`config.mk`:
```
export PLATFORM = sky130hd
export DESIGN_NAME = lora_reg_sequencer
export DESIGN_NICKNAME = d
export VERILOG_FILES = /design/src/rtl/lora_reg_pkg.sv /design/src/rtl/lora_frame_sync.sv /design/src/rtl/lora_reg_sequencer.sv
export SDC_FILE = /design/constraint.sdc
export NUM_CORES = 1
export LEC_CHECK = 0
export BUFFER_PORTS_ARGS = -buffer_cell sky130_fd_sc_hd__buf_4
export CAP_MARGIN = 15
export CORE_MARGIN = 3
export CORE_UTILIZATION = 49
export DETAILED_ROUTE_END_ITERATION = 8
export PLACE_DENSITY = 0.8
export SLEW_MARGIN = 20
export SYNTH_ARGS = -nofsm -noshare
export SYNTH_HDL_FRONTEND = slang
export SYNTH_SLANG_ARGS = --single-unit
export TNS_END_PERCENT = 100
```
`constraint.sdc`:
```
create_clock -name clk -period 1.3 [get_ports clk]
set_input_delay 0.13 -clock clk [delete_from_list [all_inputs] [get_ports clk]]
set_output_delay 0.13 -clock clk [all_outputs]
set_load 0.1 [all_outputs]
```
`src/rtl/lora_reg_pkg.sv`:
```
// Shared definitions for the SX1278 register sequencer: SPI word layout,
// in-flight frame kinds, sequencer states and the power-up init table.
package lora_reg_pkg;

    localparam int WORD_W   = 16;
    localparam int WNR_BIT  = 15;
    localparam int ADDR_MSB = 14;
    localparam int ADDR_LSB = 8;
    localparam int DATA_MSB = 7;
    localparam int DATA_LSB = 0;

    typedef enum logic [1:0] {
        INFL_NONE = 2'd0,
        INFL_INIT = 2'd1,
        INFL_CMD  = 2'd2
    } inflight_e;

    typedef enum logic {
        S_INIT = 1'b0,
        S_RUN  = 1'b1
    } state_e;

    // LoRa sleep, 434 MHz Frf, PA config, modem config, then standby.
    function automatic logic [WORD_W-1:0] init_word(input logic [4:0] idx);
        case (idx)
            5'd0:    init_word = 16'h8180;
            5'd1:    init_word = 16'h866C;
            5'd2:    init_word = 16'h8780;
            5'd3:    init_word = 16'h8800;
            5'd4:    init_word = 16'h898F;
            5'd5:    init_word = 16'h9D72;
            5'd6:    init_word = 16'h9E74;
            5'd7:    init_word = 16'h8181;
            default: init_word = 16'h4200;
        endcase
    endfunction

endpackage

```
`src/rtl/lora_frame_sync.sv`:
```
// Frame-boundary detector for the free-running SPI controller plus a
// watchdog that flags a controller that has stopped completing frames.
module lora_frame_sync #(
    parameter int TIMEOUT_CYC = 255
) (
    input  logic clk,
    input  logic reset,
    input  logic spi_busy,
    output logic fb,
    output logic spi_stall
);

    localparam int              WD_W   = $clog2(TIMEOUT_CYC + 1);
    localparam logic [WD_W-1:0] WD_MAX = WD_W'(TIMEOUT_CYC);

    logic            busy_q;
    logic [WD_W-1:0] wd;

    // A frame ends on the falling edge of busy.
    assign fb        = busy_q & ~spi_busy;
    assign spi_stall = (wd >= WD_MAX);

    always_ff @(posedge clk or negedge reset) begin
        if (!reset) begin
            busy_q <= 1'b0;
            wd     <= '0;
        end else begin
            busy_q <= spi_busy;
            if (fb)
                wd <= '0;
            else if (wd < WD_MAX)
                wd <= wd + WD_W'(1);
        end
    end

endmodule

```
`src/rtl/lora_reg_sequencer.sv`:
```
// Supplies spi_controller with one 16-bit word per frame: the SX1278 init
// table after reset, then single register accesses from a valid/ready port.
module lora_reg_sequencer
    import lora_reg_pkg::*;
#(
    parameter int          INIT_LEN    = 8,
    parameter logic [15:0] IDLE_WORD   = 16'h4200,
    parameter int          TIMEOUT_CYC = 255
) (
    input  logic        clk,
    input  logic        reset,
    input  logic        cmd_valid,
    output logic        cmd_ready,
    input  logic        cmd_write,
    input  logic [6:0]  cmd_addr,
    input  logic [7:0]  cmd_wdata,
    input  logic        spi_busy,
    output logic [15:0] spi_word,
    output logic        cmd_done,
    output logic        init_done,
    output logic        spi_stall
);

    localparam logic [4:0] IDX_LEN = 5'(INIT_LEN);

    state_e              state_q, state_d;
    inflight_e           inflight_q;
    logic [4:0]          idx;
    logic                slot_full;
    logic [WORD_W-1:0]   slot_word;
    logic                fb;
    logic                accept;
    logic                load_init;
    logic                load_slot;
    logic                last_init_done;

    lora_frame_sync #(
        .TIMEOUT_CYC (TIMEOUT_CYC)
    ) u_frame_sync (
        .clk       (clk),
        .reset     (reset),
        .spi_busy  (spi_busy),
        .fb        (fb),
        .spi_stall (spi_stall)
    );

    assign accept    = cmd_valid & cmd_ready;
    assign load_init = (state_q == S_INIT) && (idx < IDX_LEN);
    assign load_slot = !load_init && slot_full;
    // idx has already moved past the last entry by the time that entry completes.
    assign last_init_done = fb && (inflight_q == INFL_INIT) && (idx == IDX_LEN);

    always_ff @(posedge clk or negedge reset) begin
        if (!reset)
            state_q <= S_INIT;
        else
            state_q <= state_d;
    end

    always_comb begin
        state_d = state_q;
        case (state_q)
            S_INIT:  if (last_init_done) state_d = S_RUN;
            S_RUN:   state_d = S_RUN;
            default: state_d = S_INIT;
        endcase
    end

    always_comb begin
        cmd_ready = (state_q == S_RUN) && !slot_full;
        init_done = (state_q == S_RUN);
    end

    // The word only ever changes on a frame boundary.
    always_ff @(posedge clk or negedge reset) begin
        if (!reset) begin
            spi_word   <= IDLE_WORD;
            idx        <= '0;
            inflight_q <= INFL_NONE;
            slot_full  <= 1'b0;
            cmd_done   <= 1'b0;
        end else begin
            cmd_done <= fb && (inflight_q == INFL_CMD);
            if (fb) begin
                if (load_init) begin
                    spi_word   <= init_word(idx);
                    idx        <= idx + 5'd1;
                    inflight_q <= INFL_INIT;
                end else if (load_slot) begin
                    spi_word   <= slot_word;
                    inflight_q <= INFL_CMD;
                end else begin
                    spi_word   <= IDLE_WORD;
                    inflight_q <= INFL_NONE;
                end
            end
            if (accept)
                slot_full <= 1'b1;
            else if (fb && load_slot)
                slot_full <= 1'b0;
        end
    end

    always_ff @(posedge clk) begin
        if (accept) begin
            slot_word[WNR_BIT]           <= cmd_write;
            slot_word[ADDR_MSB:ADDR_LSB] <= cmd_addr;
            slot_word[DATA_MSB:DATA_LSB] <= cmd_wdata;
        end
    end

endmodule

```
; Word level (Yosys, flattened, before mapping)
; Memory sizes are Yosys's and may differ from the RTL's.
; Cells that the tools add are included.
; Widths: inputs -> output; s select.
[classes]
add_sub_neg = 2
n_mul = 0
div = 0
order_cmp = 3
eq_ne = 3
shift = 0
n_mux = 11
bitwise_logic = 4
n_reduce_logical = 13
[op_table]
columns = cell, n
row1 = $mux 16, 3
row2 = $mux 8, 2
row3 = $add 8x1->8 const B, 1
row4 = $ge 8x8->1 const B, 1
row5 = $lt 8x8->1 const B, 1
row6 = $logic_and 1x1->1, 7
row7 = $add 5x1->5 const B, 1
row8 = $eq 5x4->1 const B, 1
row9 = $lt 5x4->1 const B, 1
row10 = $mux 2, 2
row11 = $reduce_bool 2->1, 2
row12 = $mux 1, 3
row13 = $and 1x1->1, 2
row14 = $eq 2x1->1 const B, 1
row15 = $eq 2x2->1 const B, 1
row16 = $logic_not 1->1, 2
row17 = $logic_not 2->1, 1
row18 = $not 1->1, 2
row19 = $pmux 1 s2, 1
row20 = $reduce_and 2->1, 1
[word_totals]
register_bits = 51
latchBits = 0
mem_bits_rw = 0
romBits = 104
inputBits = 20
output_inout_bits = 20
elab_cells = 46
n_memories = 1
[mem_list]
columns = name, words, word_bits, read_ports, rd_clocked_by_memory_dff, write_ports, line_no
row1 = (no name shown), 8, 13, 1, 0, 0, lora_reg_pkg.sv:25  ; case (idx)

; Depth between registers and ports, before layout
; Gate-level depths: netlist (run 1).
[depth]
depth_word = 7
depth_mapped = 5
ltp_nobuf = 5

; By module
; Synthesis (run 1) repeated with hierarchy kept, for this count alone.
[hier_totals]
cells_unflattened = 191
area_unflattened_um2 = 2219.6
[modules_own_cells]
columns = module, instances, cells_per_inst, area_per_inst_um2, seq_area_each_um2
row1 = lora_reg_sequencer, 1, 142, 1739.2, 1133.6
row2 = lora_frame_sync, 1, 49, 480.5, 225.2

; Worst setup path before layout (run 1)
; No wires, ideal clock.
[synth_path]
kind = register to output
startpoint = register state_q, in the netlist init_done
endpoint = output cmd_ready
arrival_time_ps = 2368
required_ps = 1170
slack_ps = -1198
stages_incl_launch_ff = 3
path_buffers = 0
path_cell_list = dfrtp_1 inv_1 nor2_1
[synth_between]
elab_chain_len = 1
[synth_rtl]
columns = item, line_no
row1 = from (decl), lora_reg_sequencer.sv:26  ; state_e state_q, state_d;
row2 = from (signal assigned), lora_reg_sequencer.sv:57  ; state_q <= state_d;
row3 = $logic_and 1x1->1, lora_reg_sequencer.sv:70  ; cmd_ready = (state_q == S_RUN) && !slot_full;
row4 = to (decl), lora_reg_sequencer.sv:13  ; output logic cmd_ready,
; No other way between the ends.

; Final worst setup path (run 1)
[layout_path]
startpoint = register u_frame_sync.wd[1]
endpoint = output spi_stall
[layout_between]
elab_chain_len = 1
[layout_rtl]
columns = item, line_no
row1 = from (decl), lora_frame_sync.sv:17  ; logic [WD_W-1:0] wd;
row2 = from (signal assigned), lora_frame_sync.sv:32  ; wd <= wd + WD_W'(1);
row3 = $ge 8x8->1, lora_frame_sync.sv:21  ; assign spi_stall = (wd >= WD_MAX);
row4 = to (decl), lora_reg_sequencer.sv:21  ; output logic spi_stall
; No other way between the ends.

==> flow_metrics.tcl, run 1 <==
set metrics [dict create \
    slew_violations 0 \
    cp.arrival_ps 1440 \
    min_path_type "in2reg" \
    viasPerCell 6.22 \
    final_common_cell "buf_4" \
    grt_max_degree 36 \
    fp-row-count 23 \
    die_area_mm2 0.00535 \
    reg2reg_from "init_done" \
    crit_chain "ha_2, and4_4, nand2_4, clkinvlp_4, buf_12" \
    clockRootBuffer "clkbuf_8" \
    grt_pass1_vias 2023 \
    synth_edf_count 16 \
    ant_nets 0 \
    cpMaxStageDelayCell "dfrtp_1" \
    hold_depth 3 \
    ys_ff_latch 51 \
    r2r-end "spi_word[7]" \
    register_area_mm2 0.00136 \
    rsz0062_at_grt "true" \
    hold_slack_ps 176 \
    area_delta_synth_final_pct 60.4 \
    syn_area_per_cell_um2 11.4 \
    gp_congestion 0.893 \
    path_class "reg2out" \
    critPathRequiredTime_ps 1170 \
    cts_tree "built" \
    cpPeakStageDelay_ps 380 \
    multi_input_area_mm2 0.00110 \
    diodes 0 \
    max_freq_mhz 635 \
    crit_path_end_kind "primary output" \
    num_vias 2108 \
    slew_headroom_pct 69.4 \
    wl_per_cell_um 23.1 \
    fin_nets 315 \
    fill_cells 177 \
    io_buffers 39 \
    dieHeight_um 73.1 \
    reg2reg_slack_ps -270 \
    grt_pass1_wl_mm 10.3 \
    die_x_um 73.1 \
    vdd_drop_max_mv 0.876 \
    drc 0 \
    clock_latency_ps 320 \
    synth_ff_type "dfrtp_1" \
    worstPathMaxFanout 2 \
    initial_core_util_pct 52.9 \
    dr.pass1.iters 5 \
    startpoint_type "register" \
    ff2ff_path_depth 3 \
    drive_above_1_share_pct 51.6 \
    p_total_mw 4.26 \
    syn-instance-count 193 \
    worst_slew_pin_slew_ps 459 \
    async_reset_ff_share_pct 68.6 \
    io_pins 40 \
    yosysWarnings 0 \
    status "finished with violations" \
    antenna_found_initial 0 \
    drt_iter0_drc 257 \
    syn_area_mm2 0.00221 \
    fin_crit_sh_pct 121 \
    clkTransAtPathRegs_ps 110 \
    overflow 0 \
    core-area_mm2 0.00417 \
    final_cell_mix "buf_4 (67), dfrtp_1 (31), dlygate4sd3_1 (18)" \
    max_cap_violations 0 \
    finalSetupViolations 28 \
    min_from "cmd_valid" \
    p_leak_nw 1.55 \
    synth_cell_types 39 \
    hold_viol_final 0 \
    fin_skew_ps 13.7 \
    clock_sinks 51 \
    hpwl_mm 3.32 \
    ys_seq_area_share_pct 61.5 \
    violations "negative setup slack" \
    fin_crit_ps 1570 \
    setup_slack_ps -274 \
    cts_buffers 5 \
    min_to "slot_full" \
    clockBufferDepth 2 \
    power_density_mw_per_mm2 1200 \
    h-tree-depth 2 \
    track_usage_pct 25.8 \
    mappedNetlistNets 220 \
    wirelength_mm 7.82 \
]
-- power by group --
group          switching [mW]  leakage, nW  total, mW  internal (mW)
combinational           0.944        0.918       1.35          0.402
sequential              0.107        0.580       1.93           1.82
clock                   0.596       0.0489      0.988          0.391
-- per-stage QoR --
| step | worst slack, ps | util (%) | instance area, um2 | instances | setup TNS, ps |
|---|---|---|---|---|---|
| after floorplan | -375 | - | 2240 | 193 | -5710 |
| after global placement | -193 | 66.9 | 2790 | 302 | -1770 |
| after detailed placement | -260 | 66.9 | 2790 | 302 | -2270 |
| after CTS | -238 | 80.0 | 3340 | 337 | -2750 |
| after global routing | -327 | 84.9 | 3540 | 339 | -4800 |
| final | -274 | 84.9 | 3540 | 339 | -3700 |
-- worst max path at each step --
stage | from | to | cells after the start
after floorplan | init_done | spi_word[7] | 4
after global placement | init_done | spi_word[8] | 3
after detailed placement | init_done | spi_word[7] | 3
after CTS | u_frame_sync.wd[0] | spi_stall | 5
after global routing | u_frame_sync.wd[1] | spi_stall | 5
final | u_frame_sync.wd[1] | spi_stall | 5
-- worst max-delay path: cells and delay by family, from the launching register on --
kind	cells	cell delay [ps]
buffers and inverters	2	250
flip-flops	1	380
AND/OR/NAND/NOR	2	300
adder cells (fa/ha/maj)	1	190
-- what timing repair did --
item,CTS,global route
pin swaps,19,14
setup buffers,8,4
hold buffers,18,0
gates resized for setup,55,40
endpoints found under the setup margin,41,48
hold endpoints to repair,50,0
gates cloned,1,0
-- sequential cells by signal (all words and copies together), names as in the netlist --
register / count
u_frame_sync.wd: 8
init_done: 1
u_frame_sync.busy_q: 1
spi_word: 16
cmd_done: 1
slot_full: 1
inflight_q: 2
slot_word: 16
idx: 5
-- Yosys cell counts, drive strengths merged, types with 2 or more instances --
master	number	area (um2)
nor3b	2	15.0
a21oi	7	35.0
edfxtp	16	480
buf	5	23.8
nor3	5	25.0
mux2	3	33.8
a221o	2	20.0
nand3	15	75.1
ha	7	87.6
a31oi	13	81.3
dfstp	2	52.6
nor2	14	52.6
nor2b	4	25.0
inv	5	18.8
dfrtp	33	826
xnor2	2	17.5
o21ai	9	45.0
a211oi	4	30.0
nand2	13	48.8
clkbuf	9	33.8
and3	6	42.5
a2111oi	2	17.5
-- cells by family (layout without fill, tap and decap cells) --
kind of cell / count (synthesis) / count (layout) / synth area share [%]
AO/OA/AOI/OAI: 45 / 45 / 13.4
multiplexers: 4 / 4 / 1.98
XOR/XNOR: 2 / 2 / 0.793
flip-flops: 51 / 51 / 61.5
adder cells (fa/ha/maj): 7 / 7 / 3.97
AND/OR/NAND/NOR: 65 / 66 / 14.8
buffers and inverters: 19 / 114 / 3.46
-- area by class of cell --
class / count / area share, %
Clock buffer: 5 / 1.94
Inverter: 5 / 0.706
Multi-Input combinational cell: 124 / 31.0
Tap cell: 50 / 1.77
Timing Repair Buffer: 101 / 25.5
Clock inverter: 3 / 0.636
Sequential cell: 51 / 38.5
-- per-layer routing --
| layer | up-vias | part of all wire, % | global-route usage [%] |
|---|---|---|---|
| li1 | 896 | - | - |
| met1 | 1036 | 39 | 33.3 |
| met2 | 142 | 50 | 44.0 |
| met3 | 34 | 7.3 | 4.41 |
| met4 | 0 | 3.4 | 8.61 |
| met5 | - | 0 | 0 |
No activity file was read; power rests on OpenSTA's default activity.
==> run 2: changes to the inputs <==
--- a/config.mk
+++ b/config.mk
@@ -7,7 +7,7 @@
 export LEC_CHECK = 0
 export BUFFER_PORTS_ARGS = -buffer_cell sky130_fd_sc_hd__buf_4
 export CAP_MARGIN = 15
-export CORE_MARGIN = 3
+export CORE_MARGIN = 4
 export CORE_UTILIZATION = 49
 export DETAILED_ROUTE_END_ITERATION = 8
 export PLACE_DENSITY = 0.8
==> flow_metrics.tcl, run 2 (synthesis gave the netlist of run 1 again) <==
set metrics [dict create \
    die_x_um 75.1 \
    clock_latency_ps 310 \
    clkTransAtPathRegs_ps 100 \
    io_buffers 39 \
    path_class "reg2reg" \
    core-area_mm2 0.00435 \
    hold_slack_ps 128 \
    final_common_cell "buf_4" \
    grt_max_degree 36 \
    diodes 0 \
    ant_nets 0 \
    drc 0 \
    slew_violations 0 \
    rsz0062_at_grt "true" \
    slew_headroom_pct 69.0 \
    io_pins 40 \
    num_vias 2124 \
    final_cell_mix "buf_4 (76), dfrtp_1 (30), dlygate4sd3_1 (18)" \
    overflow 0 \
    status "finished with violations" \
    startpoint "idx[0]" \
    fp-row-count 24 \
    reg2reg_slack_ps -300 \
    fill_cells 198 \
    r2r-end "spi_word[2]" \
    viasPerCell 6.09 \
    fin_setup_tns_ps -4130 \
    largest_registers "slot_word x16, spi_word x16, u_frame_sync.wd x8" \
    grt_pass1_vias 2043 \
    clockRootBuffer "clkbuf_8" \
    finalSetupViolations 45 \
    dr.pass1.iters 4 \
    dieHeight_um 75.1 \
    track_usage_pct 23.4 \
    wl_per_cell_um 21.9 \
    crit_end "spi_word[2]" \
    grt_pass1_wl_mm 9.86 \
    cp.arrival_ps 1830 \
    crit_path_end_kind "register" \
    antenna_found_initial 0 \
    vdd_drop_max_mv 0.914 \
    ff2ff_path_depth 6 \
    clock_sinks 51 \
    gp_congestion 0.890 \
    fin_crit_sh_pct 123 \
    h-tree-depth 2 \
    hold_viol_final 0 \
    worst_slew_pin_slew_ps 465 \
    initial_core_util_pct 50.7 \
    drive_above_1_share_pct 51.9 \
    hpwl_mm 3.38 \
    max_cap_violations 0 \
    cts_tree "built" \
    fin_crit_ps 1600 \
    cpPeakStageDelay_ps 420 \
    reg2reg_from "idx[0]" \
    crit_chain "inv_2, ha_2, buf_4, nor2_1, a211o_1, a21oi_1" \
    area_delta_synth_final_pct 64.6 \
    violations "negative setup slack" \
    wirelength_mm 7.65 \
    startpoint_type "register" \
    fin_skew_ps 11.2 \
    die_area_mm2 0.00565 \
    critPathRequiredTime_ps 1530 \
    drt_iter0_drc 178 \
    setup_slack_ps -299 \
    min_path_type "in2reg" \
    cpMaxStageDelayCell "dfrtp_1" \
    cts_buffers 5 \
    worstPathMaxFanout 3 \
    max_freq_mhz 625 \
    p_leak_nw 1.59 \
    clockBufferDepth 2 \
    fin_nets 323 \
    power_density_mw_per_mm2 1220 \
]
==> run 2: critical path: cells and delay by family, from the launching register on <==
kind	cells	cell delay [ps]
AOI/OAI and AO/OA	2	530
adders and majority gates	1	240
buffers and inverters	2	270
DFF	1	420
and+or+nand+nor	1	60
==> run 2: what timing repair did <==
item	in CTS	in global routing
endpoints found under the setup margin	24	47
hold buffers	18	0
resized for setup	50	42
buffers inserted	8	8
hold endpoints to repair	50	0
cloned	1	1
pin swaps	22	13
==> run 2: worst min-delay path by stage <==
stage                         endpoint  depth (start not counted)  startpoint
after detailed placement      cmd_done                          1       reset
after CTS                    slot_full                          3   cmd_valid
after floorplan               cmd_done                          0       reset
after global routing         slot_full                          3   cmd_valid
final                        slot_full                          3   cmd_valid
after global placement    spi_word[15]                          1       reset
==> run 2: power breakdown <==
part,switching (mW),internal (mW)
clock,0.551,0.575
combinational,0.955,0.434
sequential,0.100,1.82
==> run 2: area by class of cell <==
class | count | area, um2 | share of cell area (%)
clock inverters | 2 | 37.5 | 1.03
well taps | 52 | 65.1 | 1.79
inverters | 5 | 27.5 | 0.757
clock buffers | 6 | 72.6 | 2.00
repair buffers | 110 | 982 | 27.0
multi-input cells | 123 | 1080 | 29.8
flip-flops and latches | 51 | 1370 | 37.6
==> run 2: stage by stage <==
stage          cells  util (%)  total power [mW]  worst slack [ps]  instance area, um2
5_1_grt          349      83.5              4.57              -317                3630
4_1_cts          342      77.6              4.23              -246                3380
6_report         349      83.5              4.43              -299                3630
3_3_place_gp     307      64.9              3.08              -198                2830
3_5_place_dp     307      64.9              3.10              -337                2830
2_1_floorplan    193         -              2.73              -375                2240
==> run 2: per-layer routing <==
metal	global-route usage [%]	part of all wire (%)
met3	4.14	5.3
met5	0	0
met1	30.5	40
met2	38.0	52
met4	10.9	3.0
